<file path="src/rtl/ahb_bus_arbiter.sv">
// ahb_bus_arbiter: four-master AHB arbiter, round-robin with burst/lock hold (ARB_FIXED_PRIORITY_EN selects fixed priority 1>2>3>4)
module ahb_bus_arbiter #(
    parameter int DEFAULT_MASTER = 1,
    parameter int NUM_MASTERS    = 4
) (
    input  logic       hclk,
    input  logic       hreset,
    input  logic       hbusreq1,
    input  logic       hbusreq2,
    input  logic       hbusreq3,
    input  logic       hbusreq4,
    input  logic       hlock1,
    input  logic       hlock2,
    input  logic       hlock3,
    input  logic       hlock4,
    input  logic       hready,
    input  logic [1:0] htrans,
    input  logic [2:0] hburst,
    output logic       grant1,
    output logic       grant2,
    output logic       grant3,
    output logic       grant4,
    output logic [1:0] hmaster,
    output logic       hmastlock
);
    localparam logic [1:0] DEF = 2'(DEFAULT_MASTER - 1);
    typedef enum logic [1:0] {ARB, BURST, LOCKED} state_t;
    state_t state_q, state_d;
    logic [3:0] cnt_q, cnt_d, blen_m1;
    logic [1:0] ptr_q, ptr_d, hmaster_q, hmaster_d, win;
    logic [NUM_MASTERS-1:0] req, lck, grant_q, grant_d;
    logic hmastlock_q, hmastlock_d, arb, beat, nonseq, seq, idle;
    assign req = {hbusreq4, hbusreq3, hbusreq2, hbusreq1};
    assign lck = {hlock4, hlock3, hlock2, hlock1};
    assign beat = hready & htrans[1];
    assign nonseq = htrans == 2'b10;
    assign seq = htrans == 2'b11;
    assign idle = htrans == 2'b00;
    assign blen_m1 = hburst inside {[3'd2:3'd3]} ? 4'd3 :
                     hburst inside {[3'd4:3'd5]} ? 4'd7 :
                     hburst inside {[3'd6:3'd7]} ? 4'd15 : 4'd0;
    // Winner of an arbitration round; default master when nobody requests
    always_comb begin
        win = DEF;
`ifdef ARB_FIXED_PRIORITY_EN
        for (int i = 3; i >= 0; i--)
            if (req[i]) win = 2'(i);
`else
        for (int i = 4; i >= 1; i--)
            if (req[ptr_q + 2'(i)]) win = ptr_q + 2'(i);
`endif
    end
    // Ownership sequencing: decide hold vs re-arbitrate on each ready cycle
    always_comb begin
        state_d = state_q;
        cnt_d = cnt_q;
        ptr_d = ptr_q;
        hmaster_d = hmaster_q;
        grant_d = grant_q;
        arb = 1'b0;
        if (hready) begin
            case (state_q)
                ARB: begin
                    if (lck[hmaster_q] & req[hmaster_q]) state_d = LOCKED;
                    else if (beat & nonseq & (blen_m1 != 4'd0)) begin
                        state_d = BURST;
                        cnt_d = blen_m1;
                    end else arb = 1'b1;
                end
                BURST: begin
                    if (beat & seq) begin
                        cnt_d = cnt_q - 4'd1;
                        if (cnt_q == 4'd1) begin
                            state_d = ARB;
                            arb = 1'b1;
                        end
                    end else if (nonseq | idle) begin
                        state_d = ARB;
                        cnt_d = 4'd0;
                        arb = 1'b1;
                    end
                end
                default: begin
                    if (!lck[hmaster_q]) begin
                        state_d = ARB;
                        arb = 1'b1;
                    end
                end
            endcase
        end
        if (arb) begin
            hmaster_d = win;
            grant_d = NUM_MASTERS'(1) << win;
            ptr_d = |req ? win : ptr_q;
        end
        hmastlock_d = state_d == LOCKED;
    end
    // Registered state and outputs with synchronous reset to the default master
    always_ff @(posedge hclk) begin
        if (hreset) begin
            state_q <= ARB;
            cnt_q <= 4'd0;
            ptr_q <= DEF;
            hmaster_q <= DEF;
            grant_q <= NUM_MASTERS'(1) << DEF;
            hmastlock_q <= 1'b0;
        end else begin
            state_q <= state_d;
            cnt_q <= cnt_d;
            ptr_q <= ptr_d;
            hmaster_q <= hmaster_d;
            grant_q <= grant_d;
            hmastlock_q <= hmastlock_d;
        end
    end
    assign {grant4, grant3, grant2, grant1} = grant_q;
    assign hmaster = hmaster_q;
    assign hmastlock = hmastlock_q;
endmodule

</file>
<file path="config.mk">
export PLATFORM = sky130hd
export DESIGN_NAME = ahb_bus_arbiter
export DESIGN_NICKNAME = d
export VERILOG_FILES = /design/src/rtl/ahb_bus_arbiter.sv
export SDC_FILE = /design/constraint.sdc
export NUM_CORES = 1
export LEC_CHECK = 0
export CORE_UTILIZATION = 45
export CTS_CLUSTER_DIAMETER = 150
export DETAILED_ROUTE_END_ITERATION = 7
export GPL_TIMING_DRIVEN = 0
export PLACE_DENSITY = 0.76
export SYNTH_ARGS = -nofsm -noshare
export SYNTH_HDL_FRONTEND = slang
export SYNTH_SLANG_ARGS = --single-unit
export TNS_END_PERCENT = 20
</file>
<file path="constraint.sdc">
create_clock -name hclk -period 3.62 [get_ports hclk]
set_input_delay 0.362 -clock hclk [delete_from_list [all_inputs] [get_ports hclk]]
set_output_delay 0.362 -clock hclk [all_outputs]
set_load 0.02 [all_outputs]
</file>
==> results_tabular.tex, run 1 <==
\begin{tabular}{lr}
\hline
Metric & Value \\
\hline
\multicolumn{2}{l}{\textbf{Power}} \\
\quad Internal portion of total power & 0.307 mW \\
\quad Sw Share & 34.1\% \\
\quad Ratio of total power to cell area & 390 mW/mm² \\
\quad Clk pwr share & 21.7\% \\
\quad Leakage power summed over all cells & 0.399 nW \\
\quad Share of total power in sequential cells & 43.6\% \\
\quad Peak supply drop & 0.257 mV \\
\quad Logic gate share of total power & 34.7\% \\
\quad Total net switching power & 0.159 mW \\
\multicolumn{2}{l}{\textbf{STA}} \\
\quad Least-Margin Pin Slew & 0.525 ns \\
\quad Final Slew Violations & 0 \\
\quad Final hold viol count & 0 \\
\quad Post-layout minimum cycle time & 2.30 ns \\
\quad RSZ-0062 raised after global routing & no \\
\quad Final clock period utilization by the worst path & 63.4\% \\
\quad Worst clock skew on the final layout & 0.00321 ns \\
\quad Relative slew slack & 64.5\% \\
\quad Worst Hold Margin & 0.275 ns \\
\quad TNS Setup & 0 ns \\
\quad Max Clk Rate & 0.435 GHz \\
\quad Final setup violating endpoints & 0 \\
\multicolumn{2}{l}{\textbf{Drt}} \\
\quad Final antenna-violating net count & 0 \\
\quad Router iterations before antenna repair & 4 \\
\quad Routed via count & 921 \\
\quad Iteration-0 DRC Markers & 29 \\
\quad Via/cell ratio & 5.65 \\
\quad Average wire length per cell after detail routing & 13.5 µm \\
\quad Wire length reported by the detailed router & 2.20 mm \\
\quad Detailed-route DRC error count & 0 \\
\multicolumn{2}{l}{\textbf{Setup path}} \\
\quad Chain of cells forming the critical path & clkdlybuf4s50\_1 > mux4\_2 > a2111o\_1 > a21oi\_4 > o21ai\_1 > a32o\_1 \\
\quad CP Data Arrival Time & 2.49 ns \\
\quad Number of buffer and inverter stages on the critical path & 1 \\
\quad Critical path class & primary input to flip-flop \\
\quad Largest fanout on the critical path & 7 \\
\quad Critical path launch point & hbusreq4 \\
\quad Startpoint Class & primary input \\
\quad Crit-path max cell delay & 0.52 ns \\
\quad Reg-to-Reg Start & hmaster[0] \\
\quad Required time reported for the critical path endpoint & 3.81 ns \\
\quad Standard cell with the maximum stage delay on the critical path & mux4\_2 \\
\quad Family of cells with the greatest summed delay on the critical path & compound AO/OA/AOI/OAI gates \\
\quad Endpoint type of the worst setup path & flip-flop \\
\multicolumn{2}{l}{\textbf{Job}} \\
\quad \# Max-Cap Violations & 0 \\
\multicolumn{2}{l}{\textbf{Yosys}} \\
\quad Sequential cell area fraction in the yosys report & 32.3\% \\
\quad Number of enable-type register cells in the synthesized netlist & 0 \\
\quad Synthesis Warnings & 0 \\
\quad Area of the mapped netlist & 931 µm² \\
\quad FFs w/ async S/R, synth & 0\% \\
\quad Top flip-flop cell by instance count after synthesis & dfxtp\_1 \\
\quad Post-synth cell types & 43 \\
\quad Synthesized area divided by synthesized cell count & 8.31 µm² \\
\quad Synthesized flop and latch total & 15 \\
\quad Net count after synthesis & 130 \\
\quad Post-Synthesis Cells & 112 \\
\multicolumn{2}{l}{\textbf{Clock tree}} \\
\quad Clock Tree Root & clkbuf\_4 \\
\quad Clock slew at the register clock pins of the worst setup and hold paths & 0.10 ns \\
\quad TritonCTS clock tree & yes \\
\quad Largest buffer count on any clock path & 2 \\
\quad Resize count post-CTS & 0 \\
\quad Setup Buffers After CTS & 0 \\
\quad Hold buffer count at CTS & 0 \\
\quad Skew-Pair Late Insertion Delay & 0.29 ns \\
\quad Cts bufs inserted & 3 \\
\quad Number of levels the H-tree was split into & 1 \\
\quad Clock sinks & 15 \\
\multicolumn{2}{l}{\textbf{Layout}} \\
\quad Area growth syn-to-layout & 28.4\% \\
\quad Summed area of non-filler cells in the final layout & 0.00119 mm² \\
\quad Total inserted antenna cells & 0 \\
\quad Highest-count cells in the layout ignoring fill and taps & clkdlybuf4s50\_1 (20), dfxtp\_1 (15), o21ai\_0 (12), nand2\_1 (10), nor2\_1 (10) \\
\quad Share of cells above drive strength 1 & 11.8\% \\
\quad Net count of the finished layout & 155 \\
\quad Most common library cell in the layout ignoring fill and taps & clkdlybuf4s50\_1 \\
\multicolumn{2}{l}{\textbf{Floorplanning}} \\
\quad Starting utilization of the core area & 47.4\% \\
\quad Placeable core region & 0.00196 mm² \\
\quad Full die area & 0.00225 mm² \\
\quad Die width & 47.5 µm \\
\quad Row count & 16 \\
\quad Die Ht & 47.5 µm \\
\quad Number of top-level pins & 23 \\
\multicolumn{2}{l}{\textbf{GRT}} \\
\quad Number of antenna violations at the first check in global routing & 0 \\
\quad Total grt overflow & 0 \\
\quad M2 GR Usage & 38.1\% \\
\quad Largest net degree at the start of global routing & 11 \\
\quad Fraction of met3 tracks used by global routing & 7.17\% \\
\quad Met1 track demand over resource in global routing & 27.9\% \\
\quad Via count of the first global-routing pass & 862 \\
\quad Overall Global Routing Usage & 22.7\% \\
\quad First-pass GRT wire length & 3.53 mm \\
\quad Top Usage Layer GRT & met2 \\
\multicolumn{2}{l}{\textbf{Worst hold path}} \\
\quad Hold Path Origin & hreset \\
\quad Classification of the worst-slack hold path & primary input to flip-flop \\
\multicolumn{2}{l}{\textbf{Placement}} \\
\quad Weighted congestion at the end of routability-driven global placement & 0.855 \\
\quad Placed instance area & 0.00116 mm² \\
\quad Number of buffers inserted by port buffering & 20 \\
\quad HPWL after detailed placement & 1.70 mm \\
\multicolumn{2}{l}{\textbf{Status}} \\
\quad Run status & completed \\
\hline
\end{tabular}
-- logic make-up (layout without fill, tap and decap cells) --
family                     after synthesis  count (layout)  share of synthesized area [%]
buffers and inverters                    6              30                           3.63
xor gates and xnor gates                 1               1                          0.941
AOI/OAI and AO/OA                       33              33                           23.3
adders and majority gates                2               2                           2.69
DFF                                     15              15                           32.3
and+or+nand+nor                         50              50                           28.9
muxes                                    5               5                           8.33
-- metrics by stage --
stage	utilization, %	instances	setup slack, ns	total power [mW]
after global placement	59.4	159	1.07	0.363
final	60.9	163	1.32	0.465
after detailed placement	59.4	159	1.01	0.368
after global routing	60.9	163	1.07	0.495
after floorplan	-	112	1.44	0.305
after CTS	60.9	163	1.34	0.469
-- power groups by stage --
stage          logic, mW  clock network, mW  registers, mW
6_report           0.161              0.101          0.203
5_1_grt            0.179              0.109          0.207
4_1_cts            0.162              0.104          0.203
3_5_place_dp       0.161                  0          0.207
3_3_place_gp       0.157                  0          0.206
2_1_floorplan     0.0875                  0          0.217
-- worst reg2reg max path, cell delays in order (launching register included) --
cell and delay [ns]:
dfxtp_1 0.49, mux4_2 0.55, a2111o_1 0.48, a21oi_4 0.26, o21ai_1 0.11, a32o_1 0.26
-- final timing paths --
check | endpoint | slack (ns) | depth (start not counted)
hold / removal | state_q[0] | 0.28 | 2
setup reg to reg | cnt_q[2] | 1.38 | 5
hold reg to reg | grant_q[2] | 0.47 | 2
setup / recovery | cnt_q[2] | 1.32 | 6
-- flip-flops by register name, indices dropped and copies added (netlist names) --
signal and flops:
state_q 2, grant_q 4, hmaster 2, cnt_q 4, hmastlock 1, ptr_q 2
-- final cells by class --
cell class / count / area (µm²)
Clock buffer: 3 / 22.5
Inverter: 4 / 15.0
Multi-Input combinational cell: 91 / 597
Timing Repair Buffer: 20 / 200
Buffer: 2 / 18.8
Sequential cell: 15 / 300
Fill cell: 186 / 767
Clock inverter: 1 / 7.51
Tap cell: 27 / 33.8
-- Yosys cell counts (2+ instances only) --
| master | number | area [µm²] |
|---|---|---|
| mux2_2 | 2 | 22.5 |
| nor2_1 | 10 | 37.5 |
| dfxtp_1 | 15 | 300 |
| ha_1 | 2 | 25.0 |
| o21ai_0 | 12 | 60.1 |
| o22ai_1 | 2 | 12.5 |
| or2_2 | 3 | 18.8 |
| mux4_2 | 2 | 45.0 |
| nor3_1 | 5 | 25.0 |
| nand4_1 | 2 | 12.5 |
| nor2b_1 | 3 | 18.8 |
| a31oi_1 | 2 | 12.5 |
| nand2_1 | 10 | 37.5 |
| a211oi_1 | 2 | 15.0 |
| a21oi_1 | 5 | 25.0 |
| nand3_1 | 3 | 15.0 |
| inv_1 | 3 | 11.3 |
| nand3b_1 | 2 | 15.0 |
| nand2b_1 | 3 | 18.8 |
-- layer usage --
metal	up-vias	part of all wire, %	wire (µm)
met4	0	0.55	12
li1	467	-	-
met5	-	0	0
met1	423	45	981
met2	29	48	1060
met3	2	6.5	142
Power figures use the tool's default switching activity.
==> run 2: changes to the inputs <==
--- a/config.mk
+++ b/config.mk
@@ -5,7 +5,7 @@
 export SDC_FILE = /design/constraint.sdc
 export NUM_CORES = 1
 export LEC_CHECK = 0
-export CORE_UTILIZATION = 45
+export CORE_UTILIZATION = 43
 export CTS_CLUSTER_DIAMETER = 150
 export DETAILED_ROUTE_END_ITERATION = 7
 export GPL_TIMING_DRIVEN = 0
==> constraint.sdc (replaced) <==
create_clock -name hclk -period 1.9 [get_ports hclk]
set_input_delay 0.19 -clock hclk [delete_from_list [all_inputs] [get_ports hclk]]
set_output_delay 0.19 -clock hclk [all_outputs]
set_load 0.02 [all_outputs]
==> results_tabular.tex, run 2 (synthesis gave the netlist of run 1 again) <==
\begin{tabular}{lr}
\hline
Metric & Value \\
\hline
\multicolumn{2}{l}{\textbf{GRT}} \\
\quad Total grt overflow & 0 (unchanged) \\
\quad Fraction of met3 tracks used by global routing & 6.60\% (-0.57 points) \\
\quad Overall Global Routing Usage & 22.7\% (about the same) \\
\quad M2 GR Usage & 35.7\% (-2.4 points) \\
\quad Via count of the first global-routing pass & 900 (+4.4\%) \\
\quad Largest net degree at the start of global routing & 11 (unchanged) \\
\quad Met1 track demand over resource in global routing & 27.4\% (-0.48 points) \\
\quad Number of antenna violations at the first check in global routing & 0 (unchanged) \\
\quad First-pass GRT wire length & 4.06 mm (+15\%) \\
\quad Top Usage Layer GRT & met2 \\
\multicolumn{2}{l}{\textbf{Layout}} \\
\quad Summed area of non-filler cells in the final layout & 0.00138 mm² (+15\%) \\
\quad Net count of the finished layout & 163 (+5.2\%) \\
\quad Highest-count cells in the layout ignoring fill and taps & clkdlybuf4s50\_1 (16), dfxtp\_1 (14), nand2\_1 (9), nor2\_1 (9), o21ai\_0 (9) \\
\quad Area growth syn-to-layout & 47.7\% \\
\quad Most common library cell in the layout ignoring fill and taps & clkdlybuf4s50\_1 \\
\quad Total inserted antenna cells & 0 (unchanged) \\
\quad Core utilization of the finished layout & 68.7\% (+7.8 points) \\
\quad Share of cells above drive strength 1 & 27.1\% (+15 points) \\
\quad Filler instances & 145 (-22\%) \\
\quad Top Registers & cnt\_q x4, grant\_q x4 \\
\multicolumn{2}{l}{\textbf{Worst hold path}} \\
\quad Classification of the worst-slack hold path & primary input to flip-flop \\
\multicolumn{2}{l}{\textbf{Drt}} \\
\quad Iteration-0 DRC Markers & 28 (-3.4\%) \\
\quad Average wire length per cell after detail routing & 14.7 µm (+9.2\%) \\
\quad Detailed-route DRC error count & 0 (unchanged) \\
\quad Via/cell ratio & 5.77 (+2.0\%) \\
\quad Final antenna-violating net count & 0 (unchanged) \\
\quad Wire length reported by the detailed router & 2.52 mm (+15\%) \\
\quad Routed via count & 986 (+7.1\%) \\
\quad Router iterations before antenna repair & 4 (unchanged) \\
\multicolumn{2}{l}{\textbf{STA}} \\
\quad Worst clock skew on the final layout & 0.00225 ns (-0.000951 ns) \\
\quad Final setup violating endpoints & 7 (+7) \\
\quad Max Clk Rate & 0.490 GHz \\
\quad Final clock period utilization by the worst path & 107\% \\
\quad Least-Margin Pin Slew & 0.525 ns (-0.000113 ns) \\
\quad Final hold viol count & 0 (unchanged) \\
\quad Worst Hold Margin & 0.115 ns (-0.160 ns) \\
\quad Worst-case setup margin in the final layout & -0.142 ns (-1.46 ns) \\
\quad RSZ-0062 raised after global routing & yes \\
\quad Relative slew slack & 64.7\% (+0.23 points) \\
\quad TNS Setup & -0.467 ns (-0.467 ns) \\
\quad Post-layout minimum cycle time & 2.04 ns \\
\quad Final Slew Violations & 0 (unchanged) \\
\multicolumn{2}{l}{\textbf{Floorplanning}} \\
\quad Full die area & 0.00236 mm² (+4.5\%) \\
\quad Placeable core region & 0.00200 mm² (+2.0\%) \\
\quad Starting utilization of the core area & 46.5\% (-0.95 points) \\
\quad Die Ht & 48.5 µm (+2.2\%) \\
\quad Row count & 16 (unchanged) \\
\quad Die width & 48.5 µm (+2.2\%) \\
\quad Number of top-level pins & 23 (unchanged) \\
\multicolumn{2}{l}{\textbf{Power}} \\
\quad Leakage power summed over all cells & 0.510 nW (+28\%) \\
\quad Peak supply drop & 0.675 mV (+160\%) \\
\quad Ratio of total power to cell area & 716 mW/mm² (+84\%) \\
\multicolumn{2}{l}{\textbf{Placement}} \\
\quad Pre-CTS worst setup slack & -0.535 ns (-1.55 ns) \\
\quad Weighted congestion at the end of routability-driven global placement & 0.816 (-4.5\%) \\
\quad Number of buffers inserted by port buffering & 20 (unchanged) \\
\quad Placed instance area & 0.00117 mm² (+0.32\%) \\
\quad HPWL after detailed placement & 1.65 mm (-2.8\%) \\
\multicolumn{2}{l}{\textbf{Clock tree}} \\
\quad TritonCTS clock tree & yes \\
\quad Number of levels the H-tree was split into & 1 (unchanged) \\
\quad Largest buffer count on any clock path & 2 (unchanged) \\
\quad Clock slew at the register clock pins of the worst setup and hold paths & 0.09 ns (about the same) \\
\quad Skew-Pair Late Insertion Delay & 0.29 ns (about the same) \\
\quad Cts bufs inserted & 3 (unchanged) \\
\quad Clock sinks & 15 (unchanged) \\
\quad Clock Tree Root & clkbuf\_4 \\
\quad Hold buffer count at CTS & 0 (unchanged) \\
\multicolumn{2}{l}{\textbf{Setup path}} \\
\quad Critical path class & primary input to flip-flop \\
\quad Chain of cells forming the critical path & clkdlybuf4s50\_1 > mux4\_2 > a2111o\_1 > a21oi\_4 > o21ai\_1 > a32o\_1 \\
\quad Number of buffer and inverter stages on the critical path & 1 (unchanged) \\
\quad Endpoint type of the worst setup path & flip-flop \\
\quad Family of cells with the greatest summed delay on the critical path & compound AO/OA/AOI/OAI gates \\
\quad Standard cell with the maximum stage delay on the critical path & clkdlybuf4s50\_1 \\
\quad Startpoint Class & primary input \\
\quad Required time reported for the critical path endpoint & 2.09 ns (-1.72 ns) \\
\quad Largest fanout on the critical path & 6 (-1) \\
\quad CP Data Arrival Time & 2.23 ns (-0.26 ns) \\
\quad Crit-path max cell delay & 0.51 ns (about the same) \\
\multicolumn{2}{l}{\textbf{Status}} \\
\quad Failing checks & setup timing \\
\quad Run status & complete, but fails checks \\
\multicolumn{2}{l}{\textbf{Job}} \\
\quad \# Max-Cap Violations & 0 (unchanged) \\
\hline
\end{tabular}
[run 2: worst paths after layout]
kind	end	cells after the start	startpoint	slack, ns
max	cnt_q[2]	6	hbusreq1	-0.14
min	state_q[0]	2	hreset	0.12
max reg2reg	cnt_q[2]	5	hmaster[0]	-0.12
min reg2reg	grant_q[3]	2	grant_q[3]	0.46
[run 2: layer usage]
metal	wire length, µm	up-vias
met4	15	0
met5	0	-
met2	1270	23
met3	102	3
li1	-	485
met1	1130	475
[run 2: area by class of cell]
class                      instances  area [µm²]  share of cell area (%)
multi-input combinational         91         691                    50.2
clock buffer                       3        22.5                    1.64
timing repair buffer              28         285                    20.7
buffer                             2        18.8                    1.36
tap                               27        33.8                    2.46
clock inverter                     1        5.00                   0.364
inverter                           4        15.0                    1.09
sequential                        15         304                    22.1
[run 2: timing repair]
item	4_1_cts	5_1_grt
gates resized for setup	9	21
buffers inserted	5	3
endpoints found under the setup margin	10	13
pin swaps	5	6
[run 2: stage by stage]
stage / power, mW / cells
after global placement: 0.692 / 159
after global routing: 1.04 / 171
after floorplan: 0.582 / 112
final: 0.985 / 171
after detailed placement: 0.701 / 159
after CTS: 0.931 / 168
[run 2: power breakdown]
| group | internal, mW | switching [mW] | leakage (nW) | total (mW) |
|---|---|---|---|---|
| Clock | 0.0784 | 0.113 | 0.0177 | 0.191 |
| Combinational | 0.212 | 0.195 | 0.369 | 0.407 |
| Sequential | 0.353 | 0.0335 | 0.123 | 0.387 |
| Total | 0.644 | 0.341 | 0.510 | 0.985 |
==> run 3: changes to the inputs <==
--- a/config.mk
+++ b/config.mk
@@ -5,7 +5,7 @@
 export SDC_FILE = /design/constraint.sdc
 export NUM_CORES = 1
 export LEC_CHECK = 0
-export CORE_UTILIZATION = 43
+export CORE_UTILIZATION = 45
 export CTS_CLUSTER_DIAMETER = 150
 export DETAILED_ROUTE_END_ITERATION = 7
 export GPL_TIMING_DRIVEN = 0
==> constraint.sdc (replaced) <==
create_clock -name hclk -period 2.45 [get_ports hclk]
set_input_delay 0.245 -clock hclk [delete_from_list [all_inputs] [get_ports hclk]]
set_output_delay 0.245 -clock hclk [all_outputs]
set_load 0.02 [all_outputs]
==> results of run 3 <==
Same layout as run 1 (identical final DEF). Status: completed.
Main changes from that run: setup slack after placement 1.01 ns -> -0.0406 ns; setup slack after layout 1.32 ns -> 0.215 ns; hold slack 0.275 ns -> 0.158 ns; start point of the critical path hbusreq4 -> hmaster[0]; register-to-register setup slack 1.38 ns -> 0.21 ns; total power 0.465 mW -> 0.688 mW; worst IR drop on VDD 0.257 mV -> 0.380 mV
==> patch, RTL diff (settings of run 2) <==
Reset style: asynchronous (`hreset`), changed in one clocked block. Comments in the files are not updated.
--- a/src/rtl/ahb_bus_arbiter.sv
+++ b/src/rtl/ahb_bus_arbiter.sv
@@ -97,5 +97,5 @@
     end
     // Registered state and outputs with synchronous reset to the default master
-    always_ff @(posedge hclk) begin
+    always_ff @(posedge hclk or posedge hreset) begin
         if (hreset) begin
             state_q <= ARB;
Function: differs if hreset is asserted again (counterexample within 4 cycles, from zero or initial values and one cycle with hreset high); with hreset held inactive, the same outputs for 10 cycles.
==> patch against run 2 <==
The flow still finishes with violations (negative setup slack). Cell area decreased by 6.8%. Global-route usage shrank 4.4 points. Setup slack better by 46 ps. Clock skew rose by 4.4 ps. Hold slack better by 120 ps. Area after synthesis rose by 5.6%. Wire length is 17% lower. Die area grew 5.4%. Sequential cell count is the same. Maximum frequency up 2.3%.
Power is not compared: it rests on default switching activity, and its combinational part moved more than twofold at a synthesized area within 25%.
==> patch: results (changes against run 2) <==
[metrics] run status: complete, but fails checks
[metrics] failing checks: negative setup slack
[metrics] ratio of cells with drive above 1 in the final layout: 0.163 (-0.108)
[metrics] worst slew margin relative to its limit: 0.580 (-0.0677)
[metrics] nets: 148 (-9.2%)
[metrics] net switching power: 665 µW
[metrics] vias in the first global route: 826 (-8.2%)
[metrics] number of I/O port buffers: 21 (+5.0%)
[metrics] synthesized net count: 120 (-7.7%)
[metrics] Largest delay share family, worst path: compound AO/OA/AOI/OAI gates
[metrics] CTS Buf Count: 3 (unchanged)
[metrics] number of unique standard cell types used by synthesis: 36 (-16%)
[metrics] detailed placer's ending HPWL: 1570 µm (-4.7%)
[metrics] min setup slack post-route: -95.8 ps (+45.8 ps)
[metrics] H-tree Lvls: 1 (unchanged)
[metrics] synth top area cells: sky130_fd_sc_hd__dfrtp_1 (36%), sky130_fd_sc_hd__mux2_2 (5.7%), sky130_fd_sc_hd__mux4_2 (4.6%)
[metrics] final-layout fill cell count: 160 (+10%)
[metrics] Tightest Hold Check Type: in2async
[metrics] total inserted antenna cells: 0 (unchanged)
[metrics] top cells by count, synth: sky130_fd_sc_hd__dfrtp_1 (14), sky130_fd_sc_hd__nor2_1 (11), sky130_fd_sc_hd__a21oi_1 (8), sky130_fd_sc_hd__nand2_1 (8)
[metrics] antenna violations before repair: 0 (unchanged)
[metrics] number of buffers on the longest clock path: 2 (unchanged)
[metrics] pre-CTS setup slack: -420 ps (+114 ps)
[metrics] post-DR wirelength/cell: 13.3 µm (-9.5%)
[metrics] share of synthesized area occupied by flip-flops and latches: 0.383 (+0.0604)
[metrics] global router's overall resource usage: 0.183 (-0.0436)
[metrics] largest net degree at the start of global routing: 16 (+5)
[metrics] proportion of register bits with asynchronous set or reset after synthesis: 1.00 (+1.00)
[metrics] cell with the largest stage delay on the worst path: sky130_fd_sc_hd__mux4_2
[metrics] DRC marker count from the first detailed-route iteration: 15 (-46%)
[metrics] number of detailed-routing iterations run before antenna repair: 4 (unchanged)
[metrics] final setup fails: 8 (+1)
[metrics] vias per cell: 5.62 (-2.5%)
[metrics] clock root buffer master: sky130_fd_sc_hd__clkbuf_4
[metrics] CTS tree: done
[metrics] routability cong.: 0.790 (-3.2%)
[metrics] largest fanout of any net on the critical path: 8 (+2)
[metrics] leak pwr: 0.530 nW
[metrics] global-route wire length before repair: 3490 µm (-14%)
[metrics] worst clock skew on the final layout: 6.70 ps (+4.45 ps)
[metrics] worst stage delay on the critical path: 560 ps (+50 ps)
[metrics] endpoint arrival time on the critical path: 2180 ps (-50 ps)
[metrics] VDD IR max: 0.832 mV
[metrics] worst-skew pair later-pin latency: 290 ps (about the same)
-- patch: path summary, 6_finish.rpt --
check	start	end	slack, ps	depth (start not counted)
max in group asynchronous	hreset	hmaster[0]$_DFFE_PP0P_	1250	2
setup / recovery	hmaster[0]$_DFFE_PP0P_	cnt_q[2]$_DFFE_PP0P_	-100	5
min in group hclk	grant_q[2]$_DFFE_PP0P_	grant_q[2]$_DFFE_PP0P_	490	1
hold / removal	hreset	hmastlock$_DFF_PP0_	240	2
hold reg to reg	grant_q[2]$_DFFE_PP0P_	grant_q[2]$_DFFE_PP0P_	490	1
setup reg to reg	hmaster[0]$_DFFE_PP0P_	cnt_q[2]$_DFFE_PP0P_	-100	5
-- patch: routing by layer --
| layer | wire length [µm] | up-vias | track usage |
|---|---|---|---|
| met5 | 0 | - | 0 |
| met4 | 39 | 0 | 0.0667 |
| met3 | 132 | 7 | 0.0401 |
| met2 | 948 | 27 | 0.295 |
| met1 | 959 | 410 | 0.240 |
| li1 | - | 433 | - |
-- patch: final cells by class --
cell class              instances  area share
plain buffers                   2     0.00684
clock buffers                   3      0.0176
clock inverters                 1     0.00391
inverters                       5      0.0146
multi-input cells              80       0.461
flip-flops and latches         15       0.295
well taps                      27      0.0264
repair buffers                 23       0.175
-- patch: through the flow --
step                TNS [ps]  instances  total power [mW]  instance area (µm²)  utilization
floorplan              -82.2        102              1.17                  985            -
global placement       -2920        150              1.43                 1230        0.596
detailed placement     -3350        150              1.45                 1230        0.596
CTS                     -466        154              1.64                 1270        0.614
global route           -1510        156              1.79                 1280        0.621
finish                  -330        156              1.66                 1280        0.621
-- patch: power by group through the flow --
| stage | Sequential [mW] | Clock, mW | Combinational, mW |
|---|---|---|---|
| 4_1_cts | 0.586 | 0.182 | 0.871 |
| 2_1_floorplan | 0.646 | 0 | 0.521 |
| 6_report | 0.582 | 0.187 | 0.887 |
| 5_1_grt | 0.606 | 0.205 | 0.977 |
| 3_5_place_dp | 0.591 | 0 | 0.859 |
| 3_3_place_gp | 0.585 | 0 | 0.846 |
-- patch: kinds of logic after synthesis --
logic type      after synthesis  share of synthesized area
simple gates                 37                      0.198
compound gates               32                      0.242
flops                        15                      0.383
mux                           9                      0.123
buf+inv                       7                     0.0280
fa+ha+maj                     2                     0.0254
-- patch: repair_timing --
| item | 4_1_cts | 5_1_grt |
|---|---|---|
| pin swaps | 1 | 1 |
| buffers inserted | 0 | 2 |
| hold buffers | 0 | 0 |
| gates resized for setup | 2 | 0 |
| endpoints found under the setup margin | 9 | 13 |
